$ cat config.mk
export PLATFORM = sky130hd
export DESIGN_NAME = hazard_stall_unit
export DESIGN_NICKNAME = d
export VERILOG_FILES = /design/src/rtl/hazard_stall_unit.sv
export SDC_FILE = /design/constraint.sdc
export NUM_CORES = 1
export LEC_CHECK = 0
export ABC_AREA = 1
export CAP_MARGIN = 0
export CORE_MARGIN = 5
export CORE_UTILIZATION = 44
export DETAILED_ROUTE_END_ITERATION = 10
export PLACE_DENSITY = 0.84
export SYNTH_ARGS = -nofsm -noshare
export SYNTH_HDL_FRONTEND = slang
export SYNTH_SLANG_ARGS = --single-unit
export TNS_END_PERCENT = 50
$ cat constraint.sdc
create_clock -name clk -period 3.2 [get_ports clk]
set_input_delay 0.64 -clock clk [delete_from_list [all_inputs] [get_ports clk]]
set_output_delay 0.64 -clock clk [all_outputs]
set_load 0.01 [all_outputs]
$ cat src/rtl/hazard_stall_unit.sv
// hazard_stall_unit
// Detects load-use and branch-operand hazards for the instruction in ID and
// sequences multi-cycle stalls (bubble into EX, hold PC and IF/ID). A data
// memory busy condition freezes the whole pipe and suspends any stall in
// progress, which then resumes where it left off. A taken branch flushes
// IF/ID only when nothing else is going on.
//
// Optional feature: define HAZARD_STATS_EN to add the 16-bit saturating
// Stall_Count output that counts cycles with IDEX_Bubble=1.
module hazard_stall_unit #(
  parameter int LOAD_USE_STALLS = 1
) (
  input  logic        clk,
  input  logic        reset,
  input  logic [4:0]  IFID_Rs,
  input  logic [4:0]  IFID_Rt,
  input  logic        IFID_UsesRt,
  input  logic        IFID_IsBranch,
  input  logic        IDEX_MemRead,
  input  logic        IDEX_RegWrite,
  input  logic [4:0]  IDEX_WR,
  input  logic        EXMEM_MemRead,
  input  logic [4:0]  EXMEM_WR,
  input  logic        Branch_Taken,
  input  logic        Mem_Busy,
  output logic        PC_Write,
  output logic        IFID_Write,
  output logic        IDEX_Bubble,
  output logic        IFID_Flush,
  output logic        Pipe_Freeze
`ifdef HAZARD_STATS_EN
  ,
  output logic [15:0] Stall_Count
`endif
);

  typedef enum logic [1:0] {
    ST_RUN    = 2'd0,
    ST_STALL  = 2'd1,
    ST_FREEZE = 2'd2
  } state_t;

  // Stall lengths for a load-use hazard; a dependent branch compares in ID,
  // so it needs the loaded value one cycle earlier than an ALU consumer.
  localparam logic [2:0] LUS_N    = 3'(LOAD_USE_STALLS);
  localparam logic [2:0] LUS_BR_N = 3'(LOAD_USE_STALLS + 1);

  // True when producer register r is a real (non-zero) register read by ID.
  function automatic logic reg_match(
    input logic [4:0] r,
    input logic [4:0] rs,
    input logic [4:0] rt,
    input logic       uses_rt
  );
    logic hit;
    if (r != 5'd0) begin
      hit = (r == rs) || (uses_rt && (r == rt));
    end else begin
      hit = 1'b0;
    end
    return hit;
  endfunction

  // Larger of two stall lengths.
  function automatic logic [2:0] max_len(input logic [2:0] a, input logic [2:0] b);
    logic [2:0] m;
    if (a > b) begin
      m = a;
    end else begin
      m = b;
    end
    return m;
  endfunction

  state_t     r_state;
  state_t     r_saved;
  logic [1:0] r_rem;

  state_t     w_eff_state;
  logic       w_match_ex;
  logic       w_match_mem;
  logic [2:0] w_n_load;
  logic [2:0] w_n_balu;
  logic [2:0] w_n_bload;
  logic [2:0] w_n;

  // Once memory is ready again, a frozen FSM behaves as the state it left.
  always_comb begin
    w_eff_state = r_state;
    if (r_state == ST_FREEZE) begin
      w_eff_state = r_saved;
    end else begin
      w_eff_state = r_state;
    end
  end

  // Hazard detection: required stall length N (0 means no hazard).
  always_comb begin
    w_match_ex  = reg_match(IDEX_WR,  IFID_Rs, IFID_Rt, IFID_UsesRt);
    w_match_mem = reg_match(EXMEM_WR, IFID_Rs, IFID_Rt, IFID_UsesRt);
    w_n_load    = 3'd0;
    w_n_balu    = 3'd0;
    w_n_bload   = 3'd0;

    if (IDEX_MemRead && w_match_ex) begin
      if (IFID_IsBranch) begin
        w_n_load = LUS_BR_N;
      end else begin
        w_n_load = LUS_N;
      end
    end else begin
      w_n_load = 3'd0;
    end

    if (IFID_IsBranch && IDEX_RegWrite && !IDEX_MemRead && w_match_ex) begin
      w_n_balu = 3'd1;
    end else begin
      w_n_balu = 3'd0;
    end

    if (IFID_IsBranch && EXMEM_MemRead && w_match_mem) begin
      w_n_bload = 3'd1;
    end else begin
      w_n_bload = 3'd0;
    end

    w_n = max_len(w_n_load, max_len(w_n_balu, w_n_bload));
  end

  // Pipeline control outputs; Mealy so the detection cycle already stalls.
  always_comb begin
    PC_Write    = 1'b1;
    IFID_Write  = 1'b1;
    IDEX_Bubble = 1'b0;
    IFID_Flush  = 1'b0;
    Pipe_Freeze = 1'b0;
    if (reset) begin
      PC_Write    = 1'b1;
      IFID_Write  = 1'b1;
    end else if (Mem_Busy) begin
      PC_Write    = 1'b0;
      IFID_Write  = 1'b0;
      Pipe_Freeze = 1'b1;
    end else if ((w_eff_state == ST_STALL) || (w_n != 3'd0)) begin
      PC_Write    = 1'b0;
      IFID_Write  = 1'b0;
      IDEX_Bubble = 1'b1;
    end else if (Branch_Taken) begin
      IFID_Flush  = 1'b1;
    end else begin
      PC_Write    = 1'b1;
      IFID_Write  = 1'b1;
    end
  end

  // Stall/freeze sequencer: freeze suspends, STALL counts down, RUN detects.
  always_ff @(posedge clk) begin
    if (reset) begin
      r_state <= ST_RUN;
      r_saved <= ST_RUN;
      r_rem   <= 2'd0;
    end else if (Mem_Busy) begin
      if (r_state != ST_FREEZE) begin
        r_saved <= r_state;
      end else begin
        r_saved <= r_saved;
      end
      r_state <= ST_FREEZE;
      r_rem   <= r_rem;
    end else if (w_eff_state == ST_STALL) begin
      if (r_rem <= 2'd1) begin
        r_state <= ST_RUN;
        r_rem   <= 2'd0;
      end else begin
        r_state <= ST_STALL;
        r_rem   <= r_rem - 2'd1;
      end
    end else if (w_n > 3'd1) begin
      r_state <= ST_STALL;
      r_rem   <= 2'(w_n - 3'd1);
    end else begin
      r_state <= ST_RUN;
      r_rem   <= r_rem;
    end
  end

`ifdef HAZARD_STATS_EN
  logic [15:0] r_stall_count;

  // Saturating count of bubble cycles since the last reset.
  always_ff @(posedge clk) begin
    if (reset) begin
      r_stall_count <= 16'd0;
    end else if (IDEX_Bubble && (r_stall_count != 16'hFFFF)) begin
      r_stall_count <= r_stall_count + 16'd1;
    end else begin
      r_stall_count <= r_stall_count;
    end
  end

  assign Stall_Count = r_stall_count;
`endif

endmodule
# Word-level counts from Yosys, hierarchy flattened

Index checks and enable logic that the tools add are counted.

Register bits after elaboration: 6
Bits of input ports: 29
Output and inout port bits: 5
Logic and storage cells: 65

Add/subtract/negate cells: 2
Order comparisons: 4
Equal/unequal tests: 7
Multiplexer cells: 28
Bitwise logic cells: 1
Reduce and logical (&&, ||, !) cells: 19

Operators by type and width:

| kind                                                                            | count |
|---|---|
| 5-bit equality test                                                             | 4 |
| 1-bit two-way mux                                                               | 18 |
| 2-bit two-way mux                                                               | 7 |
| 5-bit nonzero test                                                              | 2 |
| 3-bit two-way mux                                                               | 3 |
| 1-bit logical AND                                                               | 8 |
| 3-bit greater-than comparator                                                   | 2 |
| 2-bit AND reduction                                                             | 2 |
| 2-bit by 1-bit subtractor with 2-bit output, second input constant              | 2 |
| 3-bit by 1-bit greater-than comparator with 1-bit output, second input constant | 1 |
| 1-bit logical OR                                                                | 3 |
| 3-bit nonzero test                                                              | 1 |
| 2-bit by 1-bit equality test with 1-bit output, second input constant           | 1 |
| 2-bit equality test, second input constant                                      | 1 |
| 2-bit by 1-bit <= comparator with 1-bit output, second input constant           | 1 |
| 2-bit inequality test, second input constant                                    | 1 |
| 2-bit nonzero test                                                              | 1 |
| 2-bit OR reduction                                                              | 1 |
| 1-bit zero test                                                                 | 1 |
| 1-bit inverter                                                                  | 1 |

# Depth between registers and ports, before layout

Gate-level depths: netlist of run 1.

Word-level depth: 15
Mapped depth: 13
Depth with buffers taken out: 13

# Worst setup path before layout of run 1

Ideal clock, no wire load.

Path type: input to output
Start point: in IFID_Rt[0]
End point: out PC_Write
Arrival: 1.808 ns
Data required time: 2.560 ns
Setup slack: 0.752 ns
Stages on the path: 12
Buffers on the path: 1
Cell sequence: inv_1 > nand2_1 > nand2_1 > nor2_1 > nand3_1 > nand2_2 > nand3_4 > nand2_1 > ha_1 > nand2_1 > o21ai_1 > buf_4

Cells in the longest elaborated chain, start to end: 15
Elaborated cells between the ends (all ways): 23
Classes of those cells: order compare (2); eq/ne (2); mux (10); reduce/logical (9)

Ends and longest elaborated chain:

| item                                        | line     | RTL |
|---|---|---|
| start, declared                             | 16       | `input logic [4:0] IFID_Rt,` |
| 5-bit equality test                         | 57       | `hit = (r == rs) \|\| (uses_rt && (r == rt));` |
| 1-bit logical AND                           | 57       |  |
| 1-bit logical OR                            | 57       |  |
| 1-bit two-way mux                           | 56       | `if (r != 5'd0) begin` |
| 1-bit logical AND, on equally long branches | 115, 121 |  |
| 1-bit two-way mux, on equally long branches | 115, 121 |  |
| 3-bit greater-than comparator               | 67       | `if (a > b) begin` |
| 3-bit two-way mux                           | 67       |  |
| 3-bit greater-than comparator               | 67       |  |
| 3-bit two-way mux *                         | 67       |  |
| 3-bit nonzero test *                        | 144      | `end else if ((w_eff_state == ST_STALL) \|\| (w_n != 3'd0)) begin` |
| 1-bit logical OR *                          | 144      |  |
| 1-bit two-way mux * (3 in a row)            | -        |  |
| end, declared                               | 26       | `output logic PC_Write,` |

Every way passes the cells marked *; elsewhere a longest branch is shown, timed or not.

# Worst setup path in the final report of run 1

Start point: in IFID_Rt[1]
End point: out IFID_Flush

Cells in the longest elaborated chain, start to end: 15
Elaborated cells between the ends (all ways): 23
Classes of those cells: order compare (2); eq/ne (2); mux (10); reduce/logical (9)

Ends and longest elaborated chain:

| item                                        | line     | RTL |
|---|---|---|
| 5-bit equality test                         | 57       |  |
| 1-bit logical AND                           | 57       |  |
| 1-bit logical OR                            | 57       |  |
| 1-bit two-way mux                           | 56       |  |
| 1-bit logical AND, on equally long branches | 115, 121 |  |
| 1-bit two-way mux, on equally long branches | 115, 121 |  |
| 3-bit greater-than comparator               | 67       |  |
| 3-bit two-way mux                           | 67       |  |
| 3-bit greater-than comparator               | 67       |  |
| 3-bit two-way mux *                         | 67       |  |
| 3-bit nonzero test *                        | 144      |  |
| 1-bit logical OR *                          | 144      |  |
| 1-bit two-way mux *                         | 144      |  |
| 1-bit two-way mux *                         | 140      | `end else if (Mem_Busy) begin` |
| 1-bit two-way mux *                         | 137      | `if (reset) begin` |
| end, declared                               | 29       | `output logic IFID_Flush,` |

Marked as above.

==> impl_metrics.json, run 1 <==
{
  "clk_latency_ps": 250,
  "cp.required_ps": 2560,
  "cpPeakStageDelay_ps": 480,
  "endpoint_kind": "primary output",
  "period_share_pct": 96.1,
  "worst_pin_slew_ps": 239,
  "chipHeight_um": 51.9,
  "finalInstanceArea_mm2": 0.00118,
  "drv_slew": 0,
  "grt-ovfl-total": 0,
  "outcome": "finished clean",
  "grt_max_degree": 6,
  "postCtsSetupBuffers": 0,
  "cts_tree": "yes",
  "num-fill-cells": 144,
  "fmax_mhz": 325,
  "drtIter0Drc": 22,
  "timing.rr.start": "r_state[1]",
  "wl_per_cell_um": 10.3,
  "cp_slowest_cell": "clkdlybuf4s50_1",
  "start_util_pct": 45.6,
  "syn_area_per_cell_um2": 5.47,
  "drc": 0,
  "p_sw_share_pct": 31.6,
  "die-area_mm2": 0.00269,
  "grtUsageTotal_pct": 15.9,
  "core_area_mm2": 0.00169,
  "antenna_found_initial": 0,
  "synth_nets": 171,
  "critical_path.top_delay_family": "buffers and inverters",
  "diodes": 0,
  "grt_pass1_wl_um": 3350,
  "p_sw_uw": 81.9,
  "io_pins": 34,
  "relSlewSlack_pct": 84.0,
  "hold_path_depth": 2,
  "die_w_um": 51.9,
  "fin_worst_skew_ps": 2.84,
  "drtAntennaViolNets": 0,
  "num_vias": 973,
  "rrSetupSlack_ps": 1940,
  "rsz0062_at_grt": "yes",
  "worstHoldStart": "r_saved[1]",
  "final_core_util_pct": 70.1,
  "power_uw": 259,
  "fp-row-count": 15,
  "cellPowerDensity_mw_per_mm2": 219,
  "drive_above_1_share_pct": 14.3,
  "layout_common_cells": "45 x nand2_1, 24 x inv_1, 23 x clkdlybuf4s50_1",
  "yosys_register_bits": 6,
  "drt-pass1-iter-count": 4,
  "synth-seq-area-share_pct": 15.6,
  "area_delta_synth_final_pct": 53.7,
  "min_period_ps": 3070,
  "cts_max_level": 1,
  "setup-tns-final_ps": 0,
  "hold_buffers": 0,
  "gp_congestion": 0.880,
  "grt_pass1_vias": 866,
  "cts_made_buffers": 3,
  "drv_cap": 0,
  "reg2reg_depth": 7,
  "cp.buffers_inverters": 3,
  "setup_viol": 0,
  "power_frac_clock_pct": 27.3,
  "ir_worst_vdd_mv": 0.151,
  "crit_top_cell": "nand2_1",
  "clk_pin_slew_ps": 50,
  "worst-setup-path-type": "input pin to primary output",
  "final_nets": 214,
  "clock_sinks": 6,
  "crit_chain": "clkdlybuf4s50_1 > inv_1 > nand2_1 > nand2_1 > nor2_1 > nand3_1 > nand2_2 > nand3_1 > nand2_1 > nand2_1 > ha_1 > nand2_1 > nor2_1 > dlygate4sd2_1",
  "cts_max_path_buffers": 2,
  "dpl_cell_area_mm2": 0.00116,
  "dp_hpwl_um": 1770,
  "leakagePower_uw": 0.000673,
  "combPwrFrac_pct": 42.4,
  "p_int_uw": 177,
  "portBuffers": 33,
  "synth_cell_types": 24,
  "cp-start-kind": "input pin",
  "vias_per_cell": 4.89,
  "cp.arrival_ps": 2430,
  "final_common_cell": "nand2_1",
  "worst_r2r_endpoint": "r_rem[1]",
  "drt_wl_total_um": 2060,
  "min_path_type": "flip-flop to flip-flop",
  "yosys_warnings": 0,
  "clockRootBuffer": "clkbuf_4",
  "path_max_fanout": 3,
  "min_to": "r_saved[1]",
  "synth_cells": 141,
  "synth_area_um2": 771,
  "seqPwrFrac_pct": 30.3,
  "hold_violations": 0
}
## flip-flops by register name, summed over array words and instances, names as in the netlist
name and cells:
r_state 2, r_rem 2, r_saved 2
## area by class of cell
class / count / area [µm²] / area share (%)
clock buffers: 3 / 22.5 / 1.90
repair buffers: 39 / 372 / 31.4
well taps: 17 / 21.3 / 1.80
flip-flops and latches: 6 / 120 / 10.1
inverters: 30 / 126 / 10.7
multi-input cells: 104 / 523 / 44.1
## per-layer routing
metal / share of wire [%] / track usage, % / wire (µm)
met5: 0 / 0 / 0
met4: 0 / 2.62 / 0
met3: 9.4 / 4.30 / 193
met2: 49 / 28.9 / 1000
met1: 42 / 18.5 / 861
## repair_timing
| action | CTS | global route |
|---|---|---|
| endpoints found under the setup margin | 4 | 4 |
| pin swaps | 0 | 1 |
| gates resized for setup | 6 | 11 |
## power groups by stage
| stage | Combinational (µW) | Clock [µW] | Sequential (µW) |
|---|---|---|---|
| 2_1_floorplan | 49.7 | 0 | 79.4 |
| 4_1_cts | 109 | 72.6 | 78.4 |
| 3_5_place_dp | 112 | 0 | 79.8 |
| 6_report | 110 | 70.7 | 78.5 |
| 5_1_grt | 121 | 76.7 | 78.6 |
| 3_3_place_gp | 110 | 0 | 79.6 |
## how the worst max path moves through the flow
stage	startpoint	endpoint	cells after the start
after global routing	IFID_Rt[2]	IFID_Flush	14
after CTS	IDEX_WR[0]	IDEX_Bubble	15
final	IFID_Rt[1]	IFID_Flush	14
after global placement	IDEX_WR[4]	IDEX_Bubble	15
after floorplan	IFID_Rt[0]	PC_Write	12
after detailed placement	IDEX_WR[4]	IDEX_Bubble	15
## cells in the mapped netlist, drive strengths merged
library cell,instances,area (µm²)
xor2,3,26.3
o21ai,13,65.1
nor3,1,5.00
a21oi,2,13.8
ha,1,12.5
nor2,19,71.3
o21bai,1,7.51
nand4,1,6.26
clkinv,2,21.3
inv,28,105
dfxtp,6,120
buf,1,7.51
xnor2,2,17.5
a21o,1,7.51
nand3,10,62.6
nand2,49,209
a211oi,1,12.5
## through the flow
step	worst slack (ps)	hold WS, ps	instances
6_report	125	463	199
5_1_grt	-13.9	490	199
4_1_cts	42.9	459	199
3_5_place_dp	-272	453	196
3_3_place_gp	-195	448	196
2_1_floorplan	752	431	141
## kinds of logic after synthesis
| kind of cell | count (synthesis) | share of synthesized area (%) |
|---|---|---|
| DFF | 6 | 15.6 |
| buffers and inverters | 31 | 17.4 |
| AOI/OAI and AO/OA | 18 | 13.8 |
| xor gates and xnor gates | 5 | 5.68 |
| adders and majority gates | 1 | 1.62 |
| and+or+nand+nor | 80 | 45.9 |
## worst min-delay path, stage by stage, from the launching register on
cell and delay (ps):
dfxtp_1 310, inv_1 50, a21oi_1 50
Note: power is estimated with default switching activity, not from simulation.
==> run 2, diff against run 1 <==
--- a/constraint.sdc
+++ b/constraint.sdc
@@ -3,2 +3,2 @@
 set_output_delay 0.64 -clock clk [all_outputs]
-set_load 0.01 [all_outputs]
+set_load 0.05 [all_outputs]
==> impl_metrics.json, run 2 (synthesis gave the netlist of run 1 again) <==
{
  "diodes": 0,
  "use_met2_pct": 27.2,
  "drc": 0,
  "path_max_fanout": 4,
  "drt_wl_total_um": 2070,
  "use_met1_pct": 20.3,
  "cts_max_path_buffers": 2,
  "setup-tns-final_ps": 0,
  "hold_path_depth": 2,
  "clock_sinks": 6,
  "num_vias": 937,
  "rrSetupSlack_ps": 1960,
  "worst-setup-path-type": "input pin to primary output",
  "core_area_mm2": 0.00169,
  "fp-row-count": 15,
  "power_frac_clock_pct": 26.2,
  "start_util_pct": 45.6,
  "hold_buffers": 0,
  "cp_slowest_cell": "clkdlybuf4s50_1",
  "grt-ovfl-total": 0,
  "min_to": "r_saved[0]",
  "chipHeight_um": 51.9,
  "num-fill-cells": 145,
  "reg2reg_depth": 8,
  "final_core_util_pct": 70.7,
  "cellPowerDensity_mw_per_mm2": 234,
  "cpPeakStageDelay_ps": 560,
  "cts_max_level": 1,
  "crit_top_cell": "nand2_1",
  "hold_violations": 0,
  "cts_made_buffers": 3,
  "rsz0062_at_grt": "no",
  "clockRootBuffer": "clkbuf_4",
  "worst_pin_slew_ps": 234,
  "fin_cells": 193,
  "p_sw_uw": 96.7,
  "leakagePower_uw": 0.000641,
  "crit_chain": "clkdlybuf4s50_1 > inv_2 > nand2_1 > nand2_1 > nor2_1 > nand3_1 > nand2_2 > nand3_1 > nand2_1 > nand2_1 > ha_1 > nand2_2 > nand2_1 > inv_1 > buf_12",
  "min_period_ps": 3090,
  "grt_pass1_wl_um": 3350,
  "top_regs": "r_rem x2, r_saved x2, r_state x2",
  "drtAntennaViolNets": 0,
  "outcome": "finished clean",
  "drv_slew": 0,
  "grt_max_degree": 6,
  "cp.required_ps": 2560,
  "clk_latency_ps": 260,
  "ir_worst_vdd_mv": 0.155,
  "cts_tree": "yes",
  "dp_cells": 190,
  "critical_path.top_delay_family": "buffers and inverters",
  "min_path_type": "flip-flop to flip-flop",
  "fmax_mhz": 324,
  "setup_viol": 0,
  "relSlewSlack_pct": 84.4,
  "multi_input_area_um2": 531,
  "grt_pass1_vias": 847,
  "drv_cap": 0,
  "vias_per_cell": 4.85,
  "cp-start-kind": "input pin",
  "drive_above_1_share_pct": 13.1,
  "seqPwrFrac_pct": 28.1,
  "power_uw": 279,
  "die-area_mm2": 0.00269,
  "combPwrFrac_pct": 45.7,
  "timing.rr.start": "r_state[1]",
  "die_w_um": 51.9,
  "area_delta_synth_final_pct": 54.9,
  "postCtsSetupBuffers": 0,
  "io_pins": 34,
  "cp.arrival_ps": 2450,
  "p_int_uw": 183,
  "dp_hpwl_um": 1750,
  "seq_area_um2": 120,
  "worstHoldStart": "r_saved[0]",
  "portBuffers": 33,
  "wl_per_cell_um": 10.7,
  "final_common_cell": "nand2_1",
  "worst_r2r_endpoint": "r_rem[1]",
  "endpoint_kind": "primary output",
  "grtUsageTotal_pct": 16.7,
  "cp.buffers_inverters": 4,
  "clk_pin_slew_ps": 50,
  "drt-pass1-iter-count": 4,
  "gp_congestion": 0.858,
  "layout_common_cells": "44 x nand2_1, 26 x clkdlybuf4s50_1, 24 x inv_1",
  "period_share_pct": 96.5,
  "fin_worst_skew_ps": 2.81,
  "antenna_found_initial": 0,
  "drtIter0Drc": 18,
  "top_usage_layer": "met2",
  "use_met3_pct": 5.73,
  "final_nets": 208,
  "p_sw_share_pct": 34.6
}
run 2: worst max path at each step:
stage	from	to	depth (start not counted)
after global routing	IDEX_WR[2]	IDEX_Bubble	15
after CTS	IDEX_WR[4]	PC_Write	13
after detailed placement	IDEX_WR[4]	PC_Write	13
after global placement	IDEX_WR[4]	IFID_Write	13
final	IDEX_WR[2]	IDEX_Bubble	15
after floorplan	IFID_Rt[0]	PC_Write	12
run 2: cell type report:
class | count | share of cell area, %
multi-input cells | 104 | 44.4
inverters | 30 | 10.6
well taps | 17 | 1.78
clock buffers | 3 | 1.89
flip-flops and latches | 6 | 10.1
repair buffers | 33 | 31.2
run 2: per-layer routing:
| metal | up-vias | share of wire (%) | routed length [µm] |
|---|---|---|---|
| li1 | 503 | - | - |
| met1 | 396 | 46 | 943 |
| met2 | 34 | 46 | 948 |
| met3 | 4 | 7.2 | 149 |
| met4 | 0 | 1.4 | 29 |
| met5 | - | 0 | 0 |
run 2: power by group through the flow:
stage | Combinational, µW | Clock, µW | Sequential (µW)
after floorplan | 60.2 | 0 | 79.4
after global placement | 122 | 0 | 79.6
after detailed placement | 125 | 0 | 79.7
after CTS | 126 | 75.1 | 78.4
after global routing | 139 | 81.2 | 78.5
final | 128 | 73.3 | 78.4
run 2: worst min-delay path, delay by kind of cell (launching register included):
kind / cells / cell delay (ps)
buffers and inverters: 1 / 60
DFF: 1 / 290
AOI/OAI and AO/OA: 1 / 70
run 2: metrics by stage:
step | instance area (µm²) | hold WS (ps) | setup WS (ps)
floorplan | 771 | 431 | 76.0
global placement | 1150 | 449 | -9.21
detailed placement | 1150 | 458 | -67.0
CTS | 1180 | 485 | 54.7
global route | 1190 | 502 | 26.1
finish | 1190 | 479 | 112
run 2: timing repair:
item,in CTS,in global routing
gates cloned,0,0
gates resized for setup,1,4
endpoints found under the setup margin,2,4
==> run 3, diff against run 2 <==
==> constraint.sdc (replaced) <==
create_clock -name clk -period 3.2 [get_ports clk]
set_input_delay 0.32 -clock clk [delete_from_list [all_inputs] [get_ports clk]]
set_output_delay 0.32 -clock clk [all_outputs]
set_load 0.05 [all_outputs]
==> impl_metrics.json, run 3 (synthesis gave the netlist of run 1 again) <==
{
  "antenna_found_initial": 0,
  "drv_cap": 0,
  "worst-setup-path-type": "input pin to primary output",
  "portBuffers": 33,
  "setup-tns-final_ps": 0,
  "cp_slowest_cell": "clkdlybuf4s50_1",
  "cp.buffers_inverters": 3,
  "cp-start-kind": "input pin",
  "crit_top_cell": "nand2_1",
  "dpl_worst_slack_ps": 733,
  "multi_input_area_um2": 517,
  "fin_worst_skew_ps": 2.76,
  "outcome": "finished clean",
  "gp_congestion": 0.890,
  "drtIter0Drc": 40,
  "drc": 0,
  "fmax_mhz": 401,
  "seq_area_um2": 120,
  "worst_slack_ps": 704,
  "wl_per_cell_um": 10.4,
  "period_share_pct": 78.0,
  "num-fill-cells": 153,
  "relSlewSlack_pct": 66.9,
  "cts_made_buffers": 3,
  "crit_chain": "clkdlybuf4s50_1 > inv_1 > nand2_1 > nand2_1 > nor2_1 > nand3_1 > nand2_2 > nand3_4 > nand2_1 > ha_1 > nand2_1 > o21ai_1 > buf_4",
  "drt-pass1-iter-count": 4,
  "layout_common_cells": "45 x nand2_1, 29 x clkdlybuf4s50_1, 24 x inv_1",
  "grt-ovfl-total": 0,
  "core_area_mm2": 0.00169,
  "timing.rr.start": "r_state[1]",
  "num_vias": 919,
  "hold_buffers": 0,
  "drtAntennaViolNets": 0,
  "min_path_type": "flip-flop to flip-flop",
  "vias_per_cell": 4.76,
  "grt_max_degree": 6,
  "ir_worst_vdd_mv": 0.170,
  "crit_start": "IDEX_WR[4]",
  "worst_pin_slew_ps": 495,
  "cts_max_path_buffers": 2,
  "clock_sinks": 6,
  "power_uw": 268,
  "die-area_mm2": 0.00269,
  "final_nets": 208,
  "leakagePower_uw": 0.000603,
  "top_regs": "r_rem x2, r_saved x2, r_state x2",
  "grt_pass1_vias": 834,
  "grt_pass1_wl_um": 3320,
  "dpl_cell_area_mm2": 0.00110,
  "io_pins": 34,
  "clk_latency_ps": 250,
  "cts_max_level": 1,
  "finalInstanceArea_mm2": 0.00113,
  "start_util_pct": 45.6,
  "cp.arrival_ps": 2180,
  "drive_above_1_share_pct": 11.4,
  "rsz0062_at_grt": "no",
  "chipHeight_um": 51.9,
  "grtUsageTotal_pct": 16.1,
  "critical_path.top_delay_family": "buffers and inverters",
  "drt_wl_total_um": 2010,
  "min_period_ps": 2500,
  "dp_hpwl_um": 1740,
  "cts_resized": 0,
  "cts_tree": "yes",
  "cpPeakStageDelay_ps": 530,
  "final_common_cell": "nand2_1",
  "cellPowerDensity_mw_per_mm2": 238,
  "whs_ps": 461,
  "clockRootBuffer": "clkbuf_4",
  "cp.required_ps": 2880,
  "path_max_fanout": 4,
  "postCtsSetupBuffers": 0,
  "diodes": 0,
  "area_delta_synth_final_pct": 46.3,
  "worstHoldStart": "r_saved[1]",
  "drv_slew": 0,
  "hold_violations": 0,
  "clk_pin_slew_ps": 50,
  "setup_viol": 0,
  "die_w_um": 51.9,
  "fp-row-count": 15,
  "endpoint_kind": "primary output"
}
-- run 3: changes by cell type in the layout (fill, tap and decap cells not counted) --
cell,before,now
o21ai_1,4,5
buf_4,1,4
o21ai_4,1,0
clkdlybuf4s50_1,26,29
buf_12,4,0
nand2_1,44,45
nand2_2,2,1
dlymetal6s2s_1,2,0
-- run 3: final timing paths --
path	endpoint	slack, ps	cells after the start
max	PC_Write	700	13
min	r_saved[1]	460	2
min reg2reg	r_saved[1]	460	2
max reg2reg	r_rem[1]	1950	7
-- run 3: routing by layer --
layer,up-vias,global-route usage [%],wire length [µm]
li1,502,-,-
met1,384,18.8,876
met2,33,28.9,958
met3,0,5.73,171
met4,0,1.31,0
met5,-,0,0
-- run 3: tightest hold or removal path, delay by kind of cell (launching register included) --
| kind | cells | cell delay [ps] |
|---|---|---|
| buffers and inverters | 1 | 50 |
| flip-flops | 1 | 310 |
| AO/OA/AOI/OAI | 1 | 50 |
-- run 3: through the flow --
stage	utilization, %	cells
global placement	65.4	190
finish	66.7	193
global route	66.7	193
floorplan	-	141
detailed placement	65.4	190
CTS	66.7	193
-- run 3: layout make-up --
class	instances	area share, %
Inverter	30	11.2
Multi-Input combinational cell	104	45.8
Timing Repair Buffer	33	28.4
Sequential cell	6	10.7
Clock buffer	3	2.00
Tap cell	17	1.89
-- run 3: power by group --
part | total (µW) | internal (µW) | switching [µW]
sequential | 78.3 | 77.0 | 1.32
clock | 73.1 | 42.6 | 30.5
combinational | 117 | 55.7 | 61.1
total | 268 | 175 | 92.9
